File: src/rtl/fb_port_arbiter_if.sv
// Requester and frame-buffer RAM bundle for fb_port_arbiter.
// slave = the arbiter; master = VGA/OLED/draw requesters plus the RAM model.
interface fb_port_arbiter_if #(
    parameter int ADDR_W = 17,
    parameter int DATA_W = 18
);
    logic              vga_req;
    logic [8:0]        vga_x;
    logic [8:0]        vga_y;
    logic [DATA_W-1:0] vga_pixel;
    logic              vga_valid;
    logic              oled_req;
    logic [12:0]       oled_index;
    logic [DATA_W-1:0] oled_pixel;
    logic              oled_valid;
    logic              oled_overrun;
    logic              wr_valid;
    logic [ADDR_W-1:0] wr_addr;
    logic [DATA_W-1:0] wr_data;
    logic              wr_ready;
    logic              ram_en;
    logic              ram_we;
    logic [ADDR_W-1:0] ram_addr;
    logic [DATA_W-1:0] ram_wdata;
    logic [DATA_W-1:0] ram_rdata;

    modport slave (
        input  vga_req, vga_x, vga_y, oled_req, oled_index,
        input  wr_valid, wr_addr, wr_data, ram_rdata,
        output vga_pixel, vga_valid, oled_pixel, oled_valid, oled_overrun,
        output wr_ready, ram_en, ram_we, ram_addr, ram_wdata
    );

    modport master (
        output vga_req, vga_x, vga_y, oled_req, oled_index,
        output wr_valid, wr_addr, wr_data, ram_rdata,
        input  vga_pixel, vga_valid, oled_pixel, oled_valid, oled_overrun,
        input  wr_ready, ram_en, ram_we, ram_addr, ram_wdata
    );
endinterface

File: src/rtl/fb_port_arbiter.sv
// Single-port frame-buffer arbiter: VGA > starved write > OLED > write; reads return 2 edges after grant.
// Writes stall via wr_ready; OLED holds one pending request and flags overrun when a second one arrives.
module fb_port_arbiter #(
    parameter int FB_W       = 320,
    parameter int FB_H       = 240,
    parameter int ADDR_W     = 17,
    parameter int DATA_W     = 18,
    parameter int OLED_W     = 96,
    parameter int OLED_H     = 64,
    parameter int OLED_X0    = 112,
    parameter int OLED_Y0    = 88,
    parameter int STARVE_MAX = 8
) (
    input  logic              clk,
    input  logic              reset_n,
    fb_port_arbiter_if.slave  bus
);
    localparam int COL_W  = $clog2(OLED_W);
    localparam int ROW_W  = $clog2(OLED_H);
    localparam int SCNT_W = $clog2(STARVE_MAX + 1);

    if (FB_W * FB_H > (1 << ADDR_W) || OLED_X0 + OLED_W > FB_W || OLED_Y0 + OLED_H > FB_H) begin : g_geom_chk
        $error("fb_port_arbiter: frame buffer or OLED window geometry out of range");
    end

    typedef enum logic [1:0] {GNT_IDLE, GNT_VGA, GNT_OLED, GNT_WR} grant_t;
    typedef enum logic [1:0] {TAG_NONE, TAG_VGA, TAG_OLED} tag_t;

    grant_t            grant;
    tag_t              tag0;
    tag_t              tag1;
    logic [SCNT_W-1:0] starve;
    logic              oled_pend;
    logic [ADDR_W-1:0] pend_addr;
    logic [COL_W-1:0]  col;
    logic [COL_W-1:0]  use_col;
    logic [COL_W-1:0]  nxt_col;
    logic [ROW_W-1:0]  row;
    logic [ROW_W-1:0]  use_row;
    logic [ROW_W-1:0]  nxt_row;
    logic [ADDR_W-1:0] vga_addr;
    logic [ADDR_W-1:0] req_addr;
    logic [ADDR_W-1:0] oled_addr;
    logic [DATA_W-1:0] rdata;
    logic              oled_take;
    logic              set_pend;

    always_comb begin
        grant = GNT_IDLE;
        if (bus.vga_req)
            grant = GNT_VGA;
        else if (bus.wr_valid && starve == SCNT_W'(STARVE_MAX))
            grant = GNT_WR;
        else if (oled_pend || bus.oled_req)
            grant = GNT_OLED;
        else if (bus.wr_valid)
            grant = GNT_WR;
    end

    assign bus.wr_ready = (grant == GNT_WR);

    // Index 0 restarts the window scan; any other index just follows the running col/row.
    assign use_col = (bus.oled_index == '0) ? '0 : col;
    assign use_row = (bus.oled_index == '0) ? '0 : row;
    assign nxt_col = (use_col == COL_W'(OLED_W - 1)) ? '0 : use_col + COL_W'(1);
    assign nxt_row = (use_col != COL_W'(OLED_W - 1)) ? use_row :
                     (use_row == ROW_W'(OLED_H - 1)) ? '0 : use_row + ROW_W'(1);

    assign vga_addr  = ADDR_W'(int'(bus.vga_y) * FB_W + int'(bus.vga_x));
    assign req_addr  = ADDR_W'((int'(use_row) + OLED_Y0) * FB_W + int'(use_col) + OLED_X0);
    assign oled_addr = oled_pend ? pend_addr : req_addr;
    assign rdata     = bus.ram_rdata;

    // A request is taken if the slot is free or the pending one is served this cycle;
    // it must be parked whenever it is taken but not itself the one being granted.
    assign oled_take = bus.oled_req && (!oled_pend || grant == GNT_OLED);
    assign set_pend  = bus.oled_req && (oled_pend == (grant == GNT_OLED));

    always_ff @(posedge clk or negedge reset_n) begin
        if (!reset_n) begin
            bus.ram_en       <= 1'b0;
            bus.ram_we       <= 1'b0;
            bus.ram_addr     <= '0;
            bus.ram_wdata    <= '0;
            bus.vga_pixel    <= '0;
            bus.vga_valid    <= 1'b0;
            bus.oled_pixel   <= '0;
            bus.oled_valid   <= 1'b0;
            bus.oled_overrun <= 1'b0;
            tag0             <= TAG_NONE;
            tag1             <= TAG_NONE;
            starve           <= '0;
            oled_pend        <= 1'b0;
            pend_addr        <= '0;
            col              <= '0;
            row              <= '0;
        end else begin
            bus.ram_en <= (grant != GNT_IDLE);
            bus.ram_we <= (grant == GNT_WR);
            case (grant)
                GNT_VGA:  bus.ram_addr <= vga_addr;
                GNT_OLED: bus.ram_addr <= oled_addr;
                GNT_WR: begin
                    bus.ram_addr  <= bus.wr_addr;
                    bus.ram_wdata <= bus.wr_data;
                end
                default: ;
            endcase

            case (grant)
                GNT_VGA:  tag0 <= TAG_VGA;
                GNT_OLED: tag0 <= TAG_OLED;
                default:  tag0 <= TAG_NONE;
            endcase
            tag1 <= tag0;

            bus.vga_valid  <= (tag1 == TAG_VGA);
            bus.oled_valid <= (tag1 == TAG_OLED);
            if (tag1 == TAG_VGA)
                bus.vga_pixel <= rdata;
            if (tag1 == TAG_OLED)
                bus.oled_pixel <= rdata;

            if (!bus.wr_valid || grant == GNT_WR)
                starve <= '0;
            else if (starve != SCNT_W'(STARVE_MAX))
                starve <= starve + SCNT_W'(1);

            if (set_pend) begin
                oled_pend <= 1'b1;
                pend_addr <= req_addr;
            end else if (grant == GNT_OLED) begin
                oled_pend <= 1'b0;
            end
            if (oled_take) begin
                col <= nxt_col;
                row <= nxt_row;
            end
            if (bus.oled_req && !oled_take)
                bus.oled_overrun <= 1'b1;
        end
    end
endmodule

File: src/flat_wrapper.sv
// flat-port wrapper written by rule: the top's interface ports become plain ports
module fb_port_arbiter_flat 
#(
    parameter int FB_W       = 320,
    parameter int FB_H       = 240,
    parameter int ADDR_W     = 17,
    parameter int DATA_W     = 18,
    parameter int OLED_W     = 96,
    parameter int OLED_H     = 64,
    parameter int OLED_X0    = 112,
    parameter int OLED_Y0    = 88,
    parameter int STARVE_MAX = 8
)
  (clk, reset_n, bus_vga_req, bus_vga_x, bus_vga_y, bus_oled_req, bus_oled_index, bus_wr_valid, bus_wr_addr, bus_wr_data, bus_ram_rdata, bus_vga_pixel, bus_vga_valid, bus_oled_pixel, bus_oled_valid, bus_oled_overrun, bus_wr_ready, bus_ram_en, bus_ram_we, bus_ram_addr, bus_ram_wdata);
  fb_port_arbiter_if #(.ADDR_W(ADDR_W), .DATA_W(DATA_W)) bus_i ();
  input  logic clk;
  input  logic reset_n;
  input wire logic [$bits(bus_i.vga_req)-1:0] bus_vga_req;
  input wire logic [$bits(bus_i.vga_x)-1:0] bus_vga_x;
  input wire logic [$bits(bus_i.vga_y)-1:0] bus_vga_y;
  input wire logic [$bits(bus_i.oled_req)-1:0] bus_oled_req;
  input wire logic [$bits(bus_i.oled_index)-1:0] bus_oled_index;
  input wire logic [$bits(bus_i.wr_valid)-1:0] bus_wr_valid;
  input wire logic [$bits(bus_i.wr_addr)-1:0] bus_wr_addr;
  input wire logic [$bits(bus_i.wr_data)-1:0] bus_wr_data;
  input wire logic [$bits(bus_i.ram_rdata)-1:0] bus_ram_rdata;
  output wire logic [$bits(bus_i.vga_pixel)-1:0] bus_vga_pixel;
  output wire logic [$bits(bus_i.vga_valid)-1:0] bus_vga_valid;
  output wire logic [$bits(bus_i.oled_pixel)-1:0] bus_oled_pixel;
  output wire logic [$bits(bus_i.oled_valid)-1:0] bus_oled_valid;
  output wire logic [$bits(bus_i.oled_overrun)-1:0] bus_oled_overrun;
  output wire logic [$bits(bus_i.wr_ready)-1:0] bus_wr_ready;
  output wire logic [$bits(bus_i.ram_en)-1:0] bus_ram_en;
  output wire logic [$bits(bus_i.ram_we)-1:0] bus_ram_we;
  output wire logic [$bits(bus_i.ram_addr)-1:0] bus_ram_addr;
  output wire logic [$bits(bus_i.ram_wdata)-1:0] bus_ram_wdata;
  assign bus_i.vga_req = bus_vga_req;
  assign bus_i.vga_x = bus_vga_x;
  assign bus_i.vga_y = bus_vga_y;
  assign bus_i.oled_req = bus_oled_req;
  assign bus_i.oled_index = bus_oled_index;
  assign bus_i.wr_valid = bus_wr_valid;
  assign bus_i.wr_addr = bus_wr_addr;
  assign bus_i.wr_data = bus_wr_data;
  assign bus_i.ram_rdata = bus_ram_rdata;
  assign bus_vga_pixel = bus_i.vga_pixel;
  assign bus_vga_valid = bus_i.vga_valid;
  assign bus_oled_pixel = bus_i.oled_pixel;
  assign bus_oled_valid = bus_i.oled_valid;
  assign bus_oled_overrun = bus_i.oled_overrun;
  assign bus_wr_ready = bus_i.wr_ready;
  assign bus_ram_en = bus_i.ram_en;
  assign bus_ram_we = bus_i.ram_we;
  assign bus_ram_addr = bus_i.ram_addr;
  assign bus_ram_wdata = bus_i.ram_wdata;
  fb_port_arbiter #(.FB_W(FB_W), .FB_H(FB_H), .ADDR_W(ADDR_W), .DATA_W(DATA_W), .OLED_W(OLED_W), .OLED_H(OLED_H), .OLED_X0(OLED_X0), .OLED_Y0(OLED_Y0), .STARVE_MAX(STARVE_MAX)) u_core (.clk(clk), .reset_n(reset_n), .bus(bus_i));
endmodule
File: config.mk
export PLATFORM = sky130hd
export DESIGN_NAME = fb_port_arbiter_flat
export DESIGN_NICKNAME = d
export VERILOG_FILES = /design/src/rtl/fb_port_arbiter_if.sv /design/src/rtl/fb_port_arbiter.sv /design/src/flat_wrapper.sv
export SDC_FILE = /design/constraint.sdc
export NUM_CORES = 1
export LEC_CHECK = 0
export BUFFER_PORTS_ARGS = -buffer_cell sky130_fd_sc_hd__buf_2
export CELL_PAD_IN_SITES_DETAIL_PLACEMENT = 1
export CELL_PAD_IN_SITES_GLOBAL_PLACEMENT = 1
export CORE_MARGIN = 2
export CORE_UTILIZATION = 41
export CTS_CLUSTER_DIAMETER = 200
export DETAILED_ROUTE_END_ITERATION = 8
export PLACE_DENSITY = 0.89
export SLEW_MARGIN = 10
export SYNTH_ARGS = -nofsm -noshare
export SYNTH_HDL_FRONTEND = slang
export SYNTH_SLANG_ARGS = --single-unit
File: constraint.sdc
create_clock -name clk -period 3.95 [get_ports clk]
set_input_delay 0.79 -clock clk [delete_from_list [all_inputs] [get_ports clk]]
set_output_delay 0.79 -clock clk [all_outputs]
set_load 0.02 [all_outputs]
==> flow_metrics.py <==
metrics = {
    "grt": {
        "grt_pass1_vias": 6185,
        "grt_max_degree": 83,
        "grt_antenna_before_repair": 0,
        "grt_pass1_wl_microns": 31400,
        "grtUsageTotal_pct": 24.5,
        "gr-total-overflow": 0,
    },
    "route": {
        "drt_first_pass_iters": 4,
        "avgRoutedWirePerCell_microns": 20.1,
        "vias": 5643,
        "wl_microns": 20300,
        "ant_nets": 0,
        "vias_per_cell": 5.59,
        "drtIter0Drc": 241,
        "drc": 0,
    },
    "die": {
        "start_util_pct": 41.9,
        "coreArea_sq_mm": 0.0152,
        "io_pins": 166,
        "rows": 45,
        "dieHeight_microns": 129,
        "die_x_microns": 129,
        "die_area_sq_mm": 0.0165,
    },
    "outcome": {
        "status": "completed",
    },
    "setup_path": {
        "crit_arrival_ns": 4.15,
        "crit_type": "input port to flip-flop",
        "startpoint": "bus_oled_index[2]",
        "crit_path_max_fanout": 3,
        "critPathCaptureType": "flip-flop",
        "startpoint_type": "input port",
        "cp.required_ns": 4.29,
        "r2r_start": "u_core.row[4]",
    },
    "timing": {
        "fin_skew_ns": 0.00810,
        "setup_ws_ns": 0.134,
        "relSlewSlack_pct": 30.3,
        "worstMarginPinSlew_ns": 1.05,
        "finalCritPeriodShare_pct": 96.6,
        "slew_viol_final": 0,
        "finalSetupViolCount": 0,
        "hold_ws_ns": 0.350,
        "fin_crit_ns": 3.82,
        "finalHoldViolations": 0,
        "clock.fmax_ghz": 0.262,
    },
    "power_and_ir_drop": {
        "ir_worst_vdd_mv": 0.374,
        "power.density_mw_per_mm2": 609,
        "p_leak_uw": 0.00399,
    },
    "placed_design": {
        "place_hpwl_microns": 14200,
        "dpl_worst_slack_ns": -0.412,
        "place.gp.congestion": 0.853,
        "port_buffers": 165,
    },
    "synthesis": {
        "synth_top_cell_area_share_pct": 45.2,
        "synthesis.area_sq_mm": 0.00636,
        "synth_async_sr_flop_share_pct": 100,
        "synth_area_leaders": "dfrtp_1 (45%), mux2_2 (9.9%), ha_1 (8.1%)",
        "synth_ff_type": "dfrtp_1",
        "yosysTopAreaCell": "dfrtp_1",
        "ys_ff_latch": 115,
        "synth.avg_cell_area_sq_um": 10.4,
        "synth_cell_types": 67,
        "synth_edf_count": 0,
        "synthesis.nets": 748,
        "ys_seq_area_share_pct": 45.2,
        "yosysWarnings": 0,
        "syn_inst": 614,
    },
    "cts": {
        "cts_max_path_buffers": 2,
        "clk_latency_ns": 0.42,
        "cts_buffers": 17,
        "cts.root.buffer_cell": "clkbuf_16",
        "clock-sinks": 115,
        "cts_tree": "yes",
        "clk_pin_slew_ns": 0.06,
        "h-tree-depth": 4,
    },
    "worst_hold_path": {
        "hold_path_startpoint": "u_core.tag0[0]",
        "hp-class": "flip-flop to flip-flop",
    },
    "finish": {
        "fillers": 1696,
        "syn2layout_area_growth_pct": 32.1,
        "final-seq-area_sq_mm": 0.00288,
        "multiInputGateArea_sq_mm": 0.00345,
        "layout_commonest_cell": "buf_2",
        "layout.nets": 942,
        "diodes": 0,
        "most-common-layout-cells": "buf_2 (164), dfrtp_1 (115), nand2_1 (58)",
        "finish.utilization_pct": 55.3,
        "final_layout_size_suffix_gt1_share_pct": 40.3,
    },
    "flow_run": {
        "max_cap_viol_count": 0,
    },
}
final cells by class:
cell class	count	share of cell area, %
inverter	37	1.65
timing repair buffer	202	13.2
tap	188	2.80
sequential	115	34.2
multi-input combinational	435	41.0
clock inverter	12	1.84
clock buffer	20	5.31
cell families after synthesis:
| family | synth area share (%) |
|---|---|
| AOI/OAI and AO/OA | 14.4 |
| xor gates and xnor gates | 3.83 |
| adders and majority gates | 9.32 |
| buffers and inverters | 4.09 |
| DFF | 45.2 |
| muxes | 10.4 |
| and+or+nand+nor | 12.7 |
report_power, final:
part / leakage (uW) / switching [uW] / internal [uW]
clock network: 0.000279 / 580 / 1010
logic: 0.00233 / 1090 / 664
registers: 0.00139 / 233 / 1550
total: 0.00399 / 1900 / 3220
final timing paths:
check	endpoint	slack [ns]	cells after the start
worst max register to register	u_core.bus.ram_addr[16]	0.79	14
worst max-delay path	u_core.bus.ram_addr[16]	0.13	19
min in group asynchronous	u_core.bus.ram_wdata[7]	0.55	1
max in group asynchronous	u_core.bus.oled_pixel[13]	2.53	2
worst min register to register	u_core.tag1[0]	0.35	0
worst min-delay path	u_core.tag1[0]	0.35	0
synthesized netlist by cell type, drive strengths merged (3+ instances only):
master	count
nor3b	3
a221oi	4
fa	4
inv	37
a22oi	3
a211oi	8
ha	41
nand2	59
a21o	7
o21a	3
dfrtp	115
a31oi	7
nor4	4
nor3	10
o211ai	6
nand4	5
mux2i	3
o22ai	3
and3	5
a222oi	3
nor2b	10
xnor2	18
xor2	9
nand3	8
nor2	41
o41ai	4
clkbuf	20
mux2	56
and2	4
a21oi	23
nand2b	4
or2	4
o21ai	49
buf	7
through the flow:
step	power (uW)	TNS [ns]	instances	cell area [sq um]
after detailed placement	3510	-2.60	971	7590
after global routing	5380	-0.0255	1009	8410
final	5120	0	1009	8410
after global placement	3400	-0.610	971	7590
after floorplan	2870	0	614	6410
after CTS	5150	0	1003	8200
worst max-delay path: stages:
cell      delay [ns]
buf_2           0.12
nor4_4          0.27
nand4_1         0.22
buf_4           0.21
nand2_4         0.07
inv_2           0.05
ha_4            0.26
inv_2           0.05
buf_4           0.13
ha_4            0.21
ha_4            0.16
or2_4           0.25
o221a_4         0.25
nor4_4          0.24
a311oi_2        0.08
buf_4           0.18
o32ai_4         0.25
a41oi_2         0.16
a31oi_1         0.20
layer usage:
layer | track usage [%] | part of all wire [%] | vias up
li1 | - | - | 2570
met1 | 26.3 | 38 | 2816
met2 | 44.1 | 52 | 192
met3 | 6.03 | 5.5 | 65
met4 | 13.8 | 4.1 | 0
met5 | 0 | 0 | -
flip-flops by register name, summed over array words and instances, names as in the netlist, 4 cells and up:
signal,count
u_core.pend_addr,17
u_core.bus.ram_wdata,18
u_core.bus.oled_pixel,18
u_core.bus.vga_pixel,18
u_core.starve,4
u_core.row,6
u_core.bus.ram_addr,17
u_core.col,7
repair_timing:
action | in CTS | in global routing
pin swaps | 1 | 14
endpoints found under the setup margin | 1 | 8
endpoints found under the hold margin | 0 | 0
gates resized for setup | 1 | 26
setup buffers | 0 | 6
hold buffers | 0 | 0
(Power assumes the default switching activity.)
